## src/rtl/rtc_pkg.sv

```systemverilog
// Shared time-of-day types and constants for the RTC and the alarm trigger stage.
package rtc_pkg;

    localparam int HOUR_W = 5;
    localparam int MIN_W  = 6;
    localparam int SEC_W  = 6;

    localparam logic [HOUR_W-1:0] MAX_HOUR = HOUR_W'(23);
    localparam logic [MIN_W-1:0]  MAX_MIN  = MIN_W'(59);
    localparam logic [SEC_W-1:0]  MAX_SEC  = SEC_W'(59);

    typedef struct packed {
        logic [HOUR_W-1:0] hour;
        logic [MIN_W-1:0]  min;
        logic [SEC_W-1:0]  sec;
    } rtc_time_t;

    function automatic logic time_valid(input rtc_time_t t);
        return (t.hour <= MAX_HOUR) && (t.min <= MAX_MIN) && (t.sec <= MAX_SEC);
    endfunction

    function automatic logic is_day_end(input rtc_time_t t);
        return (t.hour == MAX_HOUR) && (t.min == MAX_MIN) && (t.sec == MAX_SEC);
    endfunction

    // Fields wrap by comparing against their maximum, not by 6-bit overflow.
    function automatic rtc_time_t time_advance(input rtc_time_t t);
        rtc_time_t n;
        n = t;
        if (t.sec == MAX_SEC) begin
            n.sec = '0;
            if (t.min == MAX_MIN) begin
                n.min  = '0;
                n.hour = (t.hour == MAX_HOUR) ? '0 : t.hour + HOUR_W'(1);
            end else begin
                n.min = t.min + MIN_W'(1);
            end
        end else begin
            n.sec = t.sec + SEC_W'(1);
        end
        return n;
    endfunction

endpackage

```

## src/rtl/rtc_timekeeper_if.sv

```systemverilog
// Control and time bus between the user-interface logic (master) and the RTC (slave).
interface rtc_timekeeper_if;
    import rtc_pkg::*;

    logic              run;
    logic              time_set;
    logic [HOUR_W-1:0] set_hour;
    logic [MIN_W-1:0]  set_min;
    logic [SEC_W-1:0]  set_sec;
    logic [HOUR_W-1:0] hour_rtc;
    logic [MIN_W-1:0]  min_rtc;
    logic [SEC_W-1:0]  sec_rtc;
    logic              sec_tick;
    logic              day_tick;
    logic              set_err;

    modport master (
        output run, time_set, set_hour, set_min, set_sec,
        input  hour_rtc, min_rtc, sec_rtc, sec_tick, day_tick, set_err
    );

    modport slave (
        input  run, time_set, set_hour, set_min, set_sec,
        output hour_rtc, min_rtc, sec_rtc, sec_tick, day_tick, set_err
    );

endinterface

```

## src/rtl/rtc_tick_gen.sv

```systemverilog
// Prescaler producing a one-cycle tick every DIV clocks while run is high.
// RTC_FAST_SIM_EN selects DIV = FAST_DIV instead of CLK_HZ/TICK_HZ.
module rtc_tick_gen #(
    parameter int unsigned CLK_HZ   = 50_000_000,
    parameter int unsigned TICK_HZ  = 1,
    parameter int unsigned FAST_DIV = 10
) (
    input  logic clk,
    input  logic rst,
    input  logic run,
    input  logic clear,
    output logic tick
);

`ifdef RTC_FAST_SIM_EN
    localparam bit FAST_SIM = 1'b1;
`else
    localparam bit FAST_SIM = 1'b0;
`endif

    localparam int unsigned DIV   = FAST_SIM ? FAST_DIV : CLK_HZ / TICK_HZ;
    localparam int          CNT_W = (DIV > 1) ? $clog2(DIV) : 1;
    localparam logic [CNT_W-1:0] LAST = CNT_W'(DIV - 1);

    logic [CNT_W-1:0] count_q;

    // NOTE: state registers use non-blocking assignments so every flop samples pre-edge values.
    always_ff @(posedge clk or negedge rst) begin
        if (!rst) begin
            count_q <= '0;
        end else if (clear) begin
            count_q <= '0;
        end else if (run) begin
            count_q <= (count_q == LAST) ? '0 : count_q + CNT_W'(1);
        end
    end

    assign tick = run && (count_q == LAST);

endmodule

```

## src/rtl/rtc_timekeeper.sv

```systemverilog
// 24-hour HH:MM:SS real-time clock with time-set load, per-second and per-day strobes.
// Tick rate is chosen in rtc_tick_gen; RTC_FAST_SIM_EN shortens it for simulation.
module rtc_timekeeper #(
    parameter int unsigned CLK_HZ   = 50_000_000,
    parameter int unsigned TICK_HZ  = 1,
    parameter int unsigned FAST_DIV = 10
) (
    input  logic             clk,
    input  logic             rst,
    rtc_timekeeper_if.slave  bus
);
    import rtc_pkg::*;

    logic      tick;
    logic      load;
    logic      set_bad;
    rtc_time_t set_val;
    rtc_time_t time_q;
    rtc_time_t time_next;
    logic      sec_tick_q;
    logic      day_tick_q;
    logic      set_err_q;

    // NOTE: every always_comb output gets a value on every path, so no latch is inferred.
    always_comb begin
        set_val   = '{hour: bus.set_hour, min: bus.set_min, sec: bus.set_sec};
        load      = bus.time_set && time_valid(set_val);
        set_bad   = bus.time_set && !time_valid(set_val);
        time_next = time_advance(time_q);
    end

    rtc_tick_gen #(
        .CLK_HZ   (CLK_HZ),
        .TICK_HZ  (TICK_HZ),
        .FAST_DIV (FAST_DIV)
    ) u_tick_gen (
        .clk   (clk),
        .rst   (rst),
        .run   (bus.run),
        .clear (load),
        .tick  (tick)
    );

    // A valid load beats a coincident tick; a rejected load lets counting continue.
    always_ff @(posedge clk or negedge rst) begin
        if (!rst) begin
            time_q     <= '0;
            sec_tick_q <= 1'b0;
            day_tick_q <= 1'b0;
            set_err_q  <= 1'b0;
        end else begin
            sec_tick_q <= 1'b0;
            day_tick_q <= 1'b0;
            set_err_q  <= set_bad;
            if (load) begin
                time_q <= set_val;
            end else if (tick) begin
                time_q     <= time_next;
                sec_tick_q <= 1'b1;
                day_tick_q <= is_day_end(time_q);
            end
        end
    end

    assign bus.hour_rtc = time_q.hour;
    assign bus.min_rtc  = time_q.min;
    assign bus.sec_rtc  = time_q.sec;
    assign bus.sec_tick = sec_tick_q;
    assign bus.day_tick = day_tick_q;
    assign bus.set_err  = set_err_q;

endmodule

```

## src/flat_wrapper.sv

```systemverilog
// flat-port wrapper written by rule: the top's interface ports become plain ports
module rtc_timekeeper_flat import rtc_pkg::*;
#(
    parameter int unsigned CLK_HZ   = 50_000_000,
    parameter int unsigned TICK_HZ  = 1,
    parameter int unsigned FAST_DIV = 10
)
  (clk, rst, bus_run, bus_time_set, bus_set_hour, bus_set_min, bus_set_sec, bus_hour_rtc, bus_min_rtc, bus_sec_rtc, bus_sec_tick, bus_day_tick, bus_set_err);
  rtc_timekeeper_if bus_i ();
  input  logic clk;
  input  logic rst;
  input wire logic [$bits(bus_i.run)-1:0] bus_run;
  input wire logic [$bits(bus_i.time_set)-1:0] bus_time_set;
  input wire logic [$bits(bus_i.set_hour)-1:0] bus_set_hour;
  input wire logic [$bits(bus_i.set_min)-1:0] bus_set_min;
  input wire logic [$bits(bus_i.set_sec)-1:0] bus_set_sec;
  output wire logic [$bits(bus_i.hour_rtc)-1:0] bus_hour_rtc;
  output wire logic [$bits(bus_i.min_rtc)-1:0] bus_min_rtc;
  output wire logic [$bits(bus_i.sec_rtc)-1:0] bus_sec_rtc;
  output wire logic [$bits(bus_i.sec_tick)-1:0] bus_sec_tick;
  output wire logic [$bits(bus_i.day_tick)-1:0] bus_day_tick;
  output wire logic [$bits(bus_i.set_err)-1:0] bus_set_err;
  assign bus_i.run = bus_run;
  assign bus_i.time_set = bus_time_set;
  assign bus_i.set_hour = bus_set_hour;
  assign bus_i.set_min = bus_set_min;
  assign bus_i.set_sec = bus_set_sec;
  assign bus_hour_rtc = bus_i.hour_rtc;
  assign bus_min_rtc = bus_i.min_rtc;
  assign bus_sec_rtc = bus_i.sec_rtc;
  assign bus_sec_tick = bus_i.sec_tick;
  assign bus_day_tick = bus_i.day_tick;
  assign bus_set_err = bus_i.set_err;
  rtc_timekeeper #(.CLK_HZ(CLK_HZ), .TICK_HZ(TICK_HZ), .FAST_DIV(FAST_DIV)) u_core (.clk(clk), .rst(rst), .bus(bus_i));
endmodule
```

## config.mk

```make
export PLATFORM = sky130hd
export DESIGN_NAME = rtc_timekeeper_flat
export DESIGN_NICKNAME = d
export VERILOG_FILES = /design/src/rtl/rtc_pkg.sv /design/src/rtl/rtc_timekeeper_if.sv /design/src/rtl/rtc_tick_gen.sv /design/src/rtl/rtc_timekeeper.sv /design/src/flat_wrapper.sv
export SDC_FILE = /design/constraint.sdc
export NUM_CORES = 1
export LEC_CHECK = 0
export BUFFER_PORTS_ARGS = -buffer_cell sky130_fd_sc_hd__buf_2
export CORE_MARGIN = 10
export CORE_UTILIZATION = 45
export DETAILED_ROUTE_END_ITERATION = 8
export PLACE_DENSITY = 0.65
export SYNTH_ARGS = -nofsm -noshare
export SYNTH_HDL_FRONTEND = slang
export SYNTH_HIERARCHICAL = 1
export SYNTH_SLANG_ARGS = --single-unit
```

## constraint.sdc

```tcl
create_clock -name clk -period 3.9 [get_ports clk]
set_input_delay 0 -clock clk [delete_from_list [all_inputs] [get_ports clk]]
set_output_delay 0 -clock clk [all_outputs]
set_load 0.01 [all_outputs]
```

==> results of run 1 <==
logic make-up (layout without fill, tap and decap cells):
family                     Yosys count  in the layout  synth area share (%)
adders and majority gates            4              4                  1.85
muxes                                1              1                 0.370
DFF                                 46             46                  42.6
buffers and inverters               22             81                  4.07
and+or+nand+nor                    151            151                  31.6
xor gates and xnor gates             8              8                  2.59
AOI/OAI and AO/OA                   71             71                  16.9
power by group:
| group | switching, W | leakage [nW] | internal [W] |
|---|---|---|---|
| Sequential | 0.0000528 | 0.595 | 0.000510 |
| Combinational | 0.000104 | 0.647 | 0.0000854 |
| Clock | 0.000162 | 0.0482 | 0.000143 |
| Total | 0.000319 | 1.29 | 0.000738 |
state kept, by name, indices dropped and copies added (netlist names):
register / count
u_core/bus.sec_rtc: 6
u_core/bus.min_rtc: 6
u_core/u_tick_gen/count_q: 26
u_core/bus.sec_tick: 1
u_core/bus.hour_rtc: 5
u_core/bus.set_err: 1
u_core/bus.day_tick: 1
metal layers:
layer  GRT usage (%)  up-vias  share of wire [%]
met5               0        -                  0
met4            3.69        0               0.96
met3            3.41        5                4.3
met2            22.6       51                 47
met1            19.6     1202                 48
li1                -     1266                  -
how the worst min path moves through the flow:
stage,start,to,slack [ns]
finish,rst,u_core/bus.hour_rtc[2],0.41
global route,bus_set_min[0],u_core/bus.min_rtc[0],0.46
CTS,bus_set_sec[1],u_core/bus.sec_rtc[1],0.43
detailed placement,bus_set_min[0],u_core/bus.min_rtc[0],0.21
global placement,bus_set_sec[1],u_core/bus.sec_rtc[1],0.21
floorplan,rst,u_core/bus.day_tick,-0.30
metrics by stage:
step / utilization [%] / worst slack [ns]
CTS: 55.3 / 0.953
detailed placement: 50.2 / 0.969
global placement: 50.2 / 1.07
floorplan: - / 1.41
finish: 55.3 / 0.966
global route: 55.3 / 0.702
placed cells by master, fill, tap and decap left out, types with 2 or more instances in the layout:
cell	n
nor3_1	6
or3_1	6
nor2b_1	2
inv_1	8
a21oi_2	2
nand3b_1	3
xnor2_1	6
nor2_1	27
or4b_1	2
o21ai_0	14
nor4_1	9
dlygate4sd3_1	21
o32ai_1	2
dfrtp_1	46
a21oi_1	16
buf_2	40
or4_4	3
nand2_1	29
a21boi_0	2
or3_2	2
or3b_1	2
nand3_1	22
and4_1	2
or4_1	10
o22ai_1	2
ha_1	4
and3_1	2
nand4_1	13
o31ai_1	11
xor2_1	2
and2_1	2
buf_4	4
a31oi_1	15
clkbuf_8	6
cell type report:
cell class | count | share of cell area (%)
Clock buffer | 7 | 2.65
Clock inverter | 1 | 0.154
Inverter | 8 | 0.922
Multi-Input combinational cell | 235 | 44.5
Sequential cell | 46 | 35.4
Tap cell | 75 | 2.88
Timing Repair Buffer | 65 | 13.5
what timing repair did:
item                      CTS  global route
hold buffers               21             0
hold endpoints to repair   65             0
setup buffers               0             0
==> impl_metrics.ini, run 1 <==
[outcome]
status = finished clean

[clock_network]
htree_levels = 2
path_clk_slew_ns = 0.08
ctsResizeCount = 0
cts_buffers = 5
cts_tree = built
insertion_delay_ns = 0.30
root_buffer = clkbuf_8
clkSinkCount = 46
clk_path_buf_depth = 2

[setup_path]
rr_worst_depth = 8
criticalPathCategory = flip-flop to flip-flop
worst-endpoint-arrival_ns = 3.15
cp_cell_sequence = nor4_1 > nand3_1 > nor4_1 > buf_4 > and3b_1 > nand4_1 > or4b_1 > a31oi_1
critPathTopFamily = simple AND/OR/NAND/NOR gates
max_stage_delay_ns = 0.56
worst-path-stages = 8
critPathCaptureType = flip-flop
endpoint = u_core/bus.hour_rtc[4]
path_common_cell = nor4_1
r2r-end = u_core/bus.hour_rtc[4]
r2r_slack_ns = 0.97
r2r-start = u_core/u_tick_gen/count_q[8]
crit_start = u_core/u_tick_gen/count_q[8]
cp_slowest_cell = or4b_1
start_kind = flip-flop
cp.required_ns = 4.11
path_buf_inv = 1
crit_fanout = 13

[route]
drtAntennaViolNets = 0
first_iter_violations = 163
via_count = 2524
drc = 0
drtPass1Iterations = 4
routed_wl_mm = 6.91
vias_per_cell = 5.78
wl_per_cell_um = 15.8

[die]
num_io_pins = 41
die_h_um = 97.5
fp-row-count = 28
start_util_pct = 45.9
dieArea_sq_mm = 0.00951
die_w_um = 97.5
core_sq_mm = 0.00589

[placement]
port_buffers = 40
gp_congestion = 0.846
dp.cells = 408
placed_area_sq_mm = 0.00295
dp_hpwl_mm = 4.75

[yosys]
synth.top_cell.area_share_pct = 42.6
seq_area_frac_synth_pct = 42.6
synth_cell_type_count = 50
synth-edff-count = 0
syn-num-nets = 328
synth-main-ff-cell = dfrtp_1
synthArstFlopShare_pct = 100
synth_largest_area_cell = dfrtp_1
synth.area.top_cells = dfrtp_1 43%, nand3_1 4.1%, nand2_1 4.0%
synth-seq-cells = 46
yosysWarnings = 6
syn_area_per_cell_sq_um = 8.92
synthTopCellsByCount = 46 x dfrtp_1, 29 x nand2_1, 27 x nor2_1
syn_area_sq_mm = 0.00270
synth.most_common_cell = dfrtp_1
postSynthCellCount = 303

[cells_and_area]
finalInstanceArea_sq_mm = 0.00326
seqCellArea_sq_mm = 0.00115
area_growth_pct = 20.5
nNetsFinal = 386
diodes = 0
n_fill_cell = 528
final_cells = 437
multi_input_area_sq_mm = 0.00145
final_layout_size_suffix_gt1_share_pct = 17.7

[flow_run]
cap_violations = 0

[timing]
setup_tns_ns = 0
clock_skew_ns = 0.00962
tightest_slew_ns = 1.04
relSlewSlack_pct = 30.8
rsz0062_at_grt = no
period_share_pct = 75.2
min_period_ns = 2.93
max_freq_mhz = 341
slew_viol_final = 0
report.final.setup_viol = 0
final_hold_viol_count = 0
holdWs_ns = 0.411

[global_routing]
grt_pass1_vias = 2409
grt_use_total_pct = 14.5
grt_overflow = 0
antenna_found_initial = 0
grt_max_degree = 47
grt_pass1_wl_mm = 11.8

[power_and_ir_drop]
p_per_area_mw_per_mm2 = 325
p_leak_nw = 1.29
p_total_w = 0.00106
peakVddDrop_mv = 0.191

[hold_path]
hold_class = primary input to async pin
No activity file was read; power rests on OpenSTA's default activity.
==> inputs of run 2 (changes only) <==
- PLACE_DENSITY: 0.65 -> 0.68
- clock period: 3.9 -> 2.65 ns (I/O delays scaled with it)
==> impl_metrics.ini, run 2 (same netlist as run 1, synthesis figures left out) <==
[route]
drtAntennaViolNets = 0
first_iter_violations = 141
drtPass1Iterations = 4
vias_per_cell = 5.80
drc = 0
routed_wl_mm = 6.99
wl_per_cell_um = 15.4
via_count = 2626

[timing]
rsz0062_at_grt = no
period_share_pct = 92.3
clock_skew_ns = 0.0127
report.final.setup_viol = 0
relSlewSlack_pct = 31.6
max_freq_mhz = 409
final_hold_viol_count = 0
setup_tns_ns = 0
tightest_slew_ns = 1.03
slew_viol_final = 0
min_period_ns = 2.45

[cells_and_area]
multi_input_area_sq_mm = 0.00147
final_cell_mix = 46 x dfrtp_1, 40 x buf_2, 29 x nand2_1
area_growth_pct = 25.8
n_fill_cell = 525
finalInstanceArea_sq_mm = 0.00340
seqCellArea_sq_mm = 0.00115
nNetsFinal = 402
final_layout_size_suffix_gt1_share_pct = 22.5
top_register = u_core/u_tick_gen/count_q
diodes = 0
largest_reg_flops = 26
mostFrequentLayoutCell = dfrtp_1

[setup_path]
path_common_cell = nor4_2
rr_worst_depth = 8
cp_cell_sequence = nor4_2 > nand3_1 > nor4_2 > and3b_1 > nand4_1 > buf_4 > or4b_1 > a31oi_1
max_stage_delay_ns = 0.49
worst-endpoint-arrival_ns = 2.68
cp.required_ns = 2.88
critPathCaptureType = flip-flop
cp_slowest_cell = or4b_1
crit_fanout = 11
start_kind = flip-flop
criticalPathCategory = flip-flop to flip-flop

[flow_run]
cap_violations = 0

[clock_network]
clk_path_buf_depth = 2
cts_buffers = 5
root_buffer = clkbuf_8
path_clk_slew_ns = 0.09
cts_tree = built
insertion_delay_ns = 0.30
postCtsSetupRepairBufs = 0
htree_levels = 2
clkSinkCount = 46

[placement]
placed_area_sq_mm = 0.00308
port_buffers = 40
gp_congestion = 0.799
dp_hpwl_mm = 5.02

[global_routing]
antenna_found_initial = 0
grt_use_total_pct = 14.4
grt_pass1_vias = 2431
grt_overflow = 0
grt_max_degree = 47
grt_pass1_wl_mm = 11.9

[power_and_ir_drop]
peakVddDrop_mv = 0.354
p_leak_nw = 1.38
p_per_area_mw_per_mm2 = 463

[die]
num_io_pins = 41
start_util_pct = 45.9
core_sq_mm = 0.00589
fp-row-count = 28
die_h_um = 97.5
dieArea_sq_mm = 0.00951
die_w_um = 97.5

[outcome]
status = finished clean

[hold_path]
min_path_cells = 3
hold_class = primary input to flip-flop
[run 2: final cells by class]
cell class / instances / area share (%)
Timing Repair Buffer: 81 / 16.4
Clock buffer: 7 / 2.54
Inverter: 8 / 0.883
Sequential cell: 46 / 33.9
Clock inverter: 1 / 0.258
Multi-Input combinational cell: 235 / 43.3
Tap cell: 75 / 2.76
[run 2: repair_timing]
action                     CTS  global route
resized for setup            0             4
setup endpoints to repair    0            12
hold buffers                20             0
hold endpoints to repair    65             0
[run 2: layer usage]
| metal | wire [um] | track usage, % | up-vias | part of all wire (%) |
|---|---|---|---|---|
| li1 | - | - | 1303 | - |
| met1 | 3270 | 19.6 | 1266 | 47 |
| met2 | 3330 | 22.4 | 52 | 48 |
| met3 | 348 | 3.34 | 5 | 5.0 |
| met4 | 49 | 3.24 | 0 | 0.70 |
| met5 | 0 | 0 | - | 0 |
[run 2: through the flow]
stage	setup slack (ns)	hold slack (ns)	utilization [%]	total power [W]	std cells
finish	0.204	0.0233	57.8	0.00157	453
global route	0.00100	0.0603	57.8	0.00167	453
CTS	0.0834	0.0134	57.4	0.00159	453
detailed placement	0.0802	0.214	52.4	0.00111	425
global placement	0.114	0.215	52.4	0.00110	425
floorplan	0.158	-0.296	-	0.000978	303
[run 2: power by group]
group	switching [W]	total [W]	internal [W]	leakage (nW)
Clock	0.000242	0.000458	0.000216	0.0489
Sequential	0.0000664	0.000816	0.000750	0.595
Combinational	0.000165	0.000299	0.000134	0.736
[run 2: critical path, delay by kind of cell, from the launching register on]
kind	cells	cell delay, ns
and+or+nand+nor	6	1.61
AOI/OAI and AO/OA	1	0.17
DFF	1	0.42
buffers and inverters	1	0.18
[run 2: worst paths after layout]
kind | slack, ns | startpoint | endpoint
worst max-delay path | 0.20 | u_core/u_tick_gen/count_q[11] | u_core/bus.hour_rtc[3]
worst min-delay path | 0.02 | bus_set_min[2] | u_core/bus.min_rtc[2]
worst max register to register | 0.20 | u_core/u_tick_gen/count_q[11] | u_core/bus.hour_rtc[3]
worst min register to register | 0.56 | u_core/u_tick_gen/count_q[25] | u_core/u_tick_gen/count_q[25]
max in group asynchronous | 1.60 | rst | u_core/bus.min_rtc[3]
min in group asynchronous | 0.41 | rst | u_core/bus.sec_rtc[3]
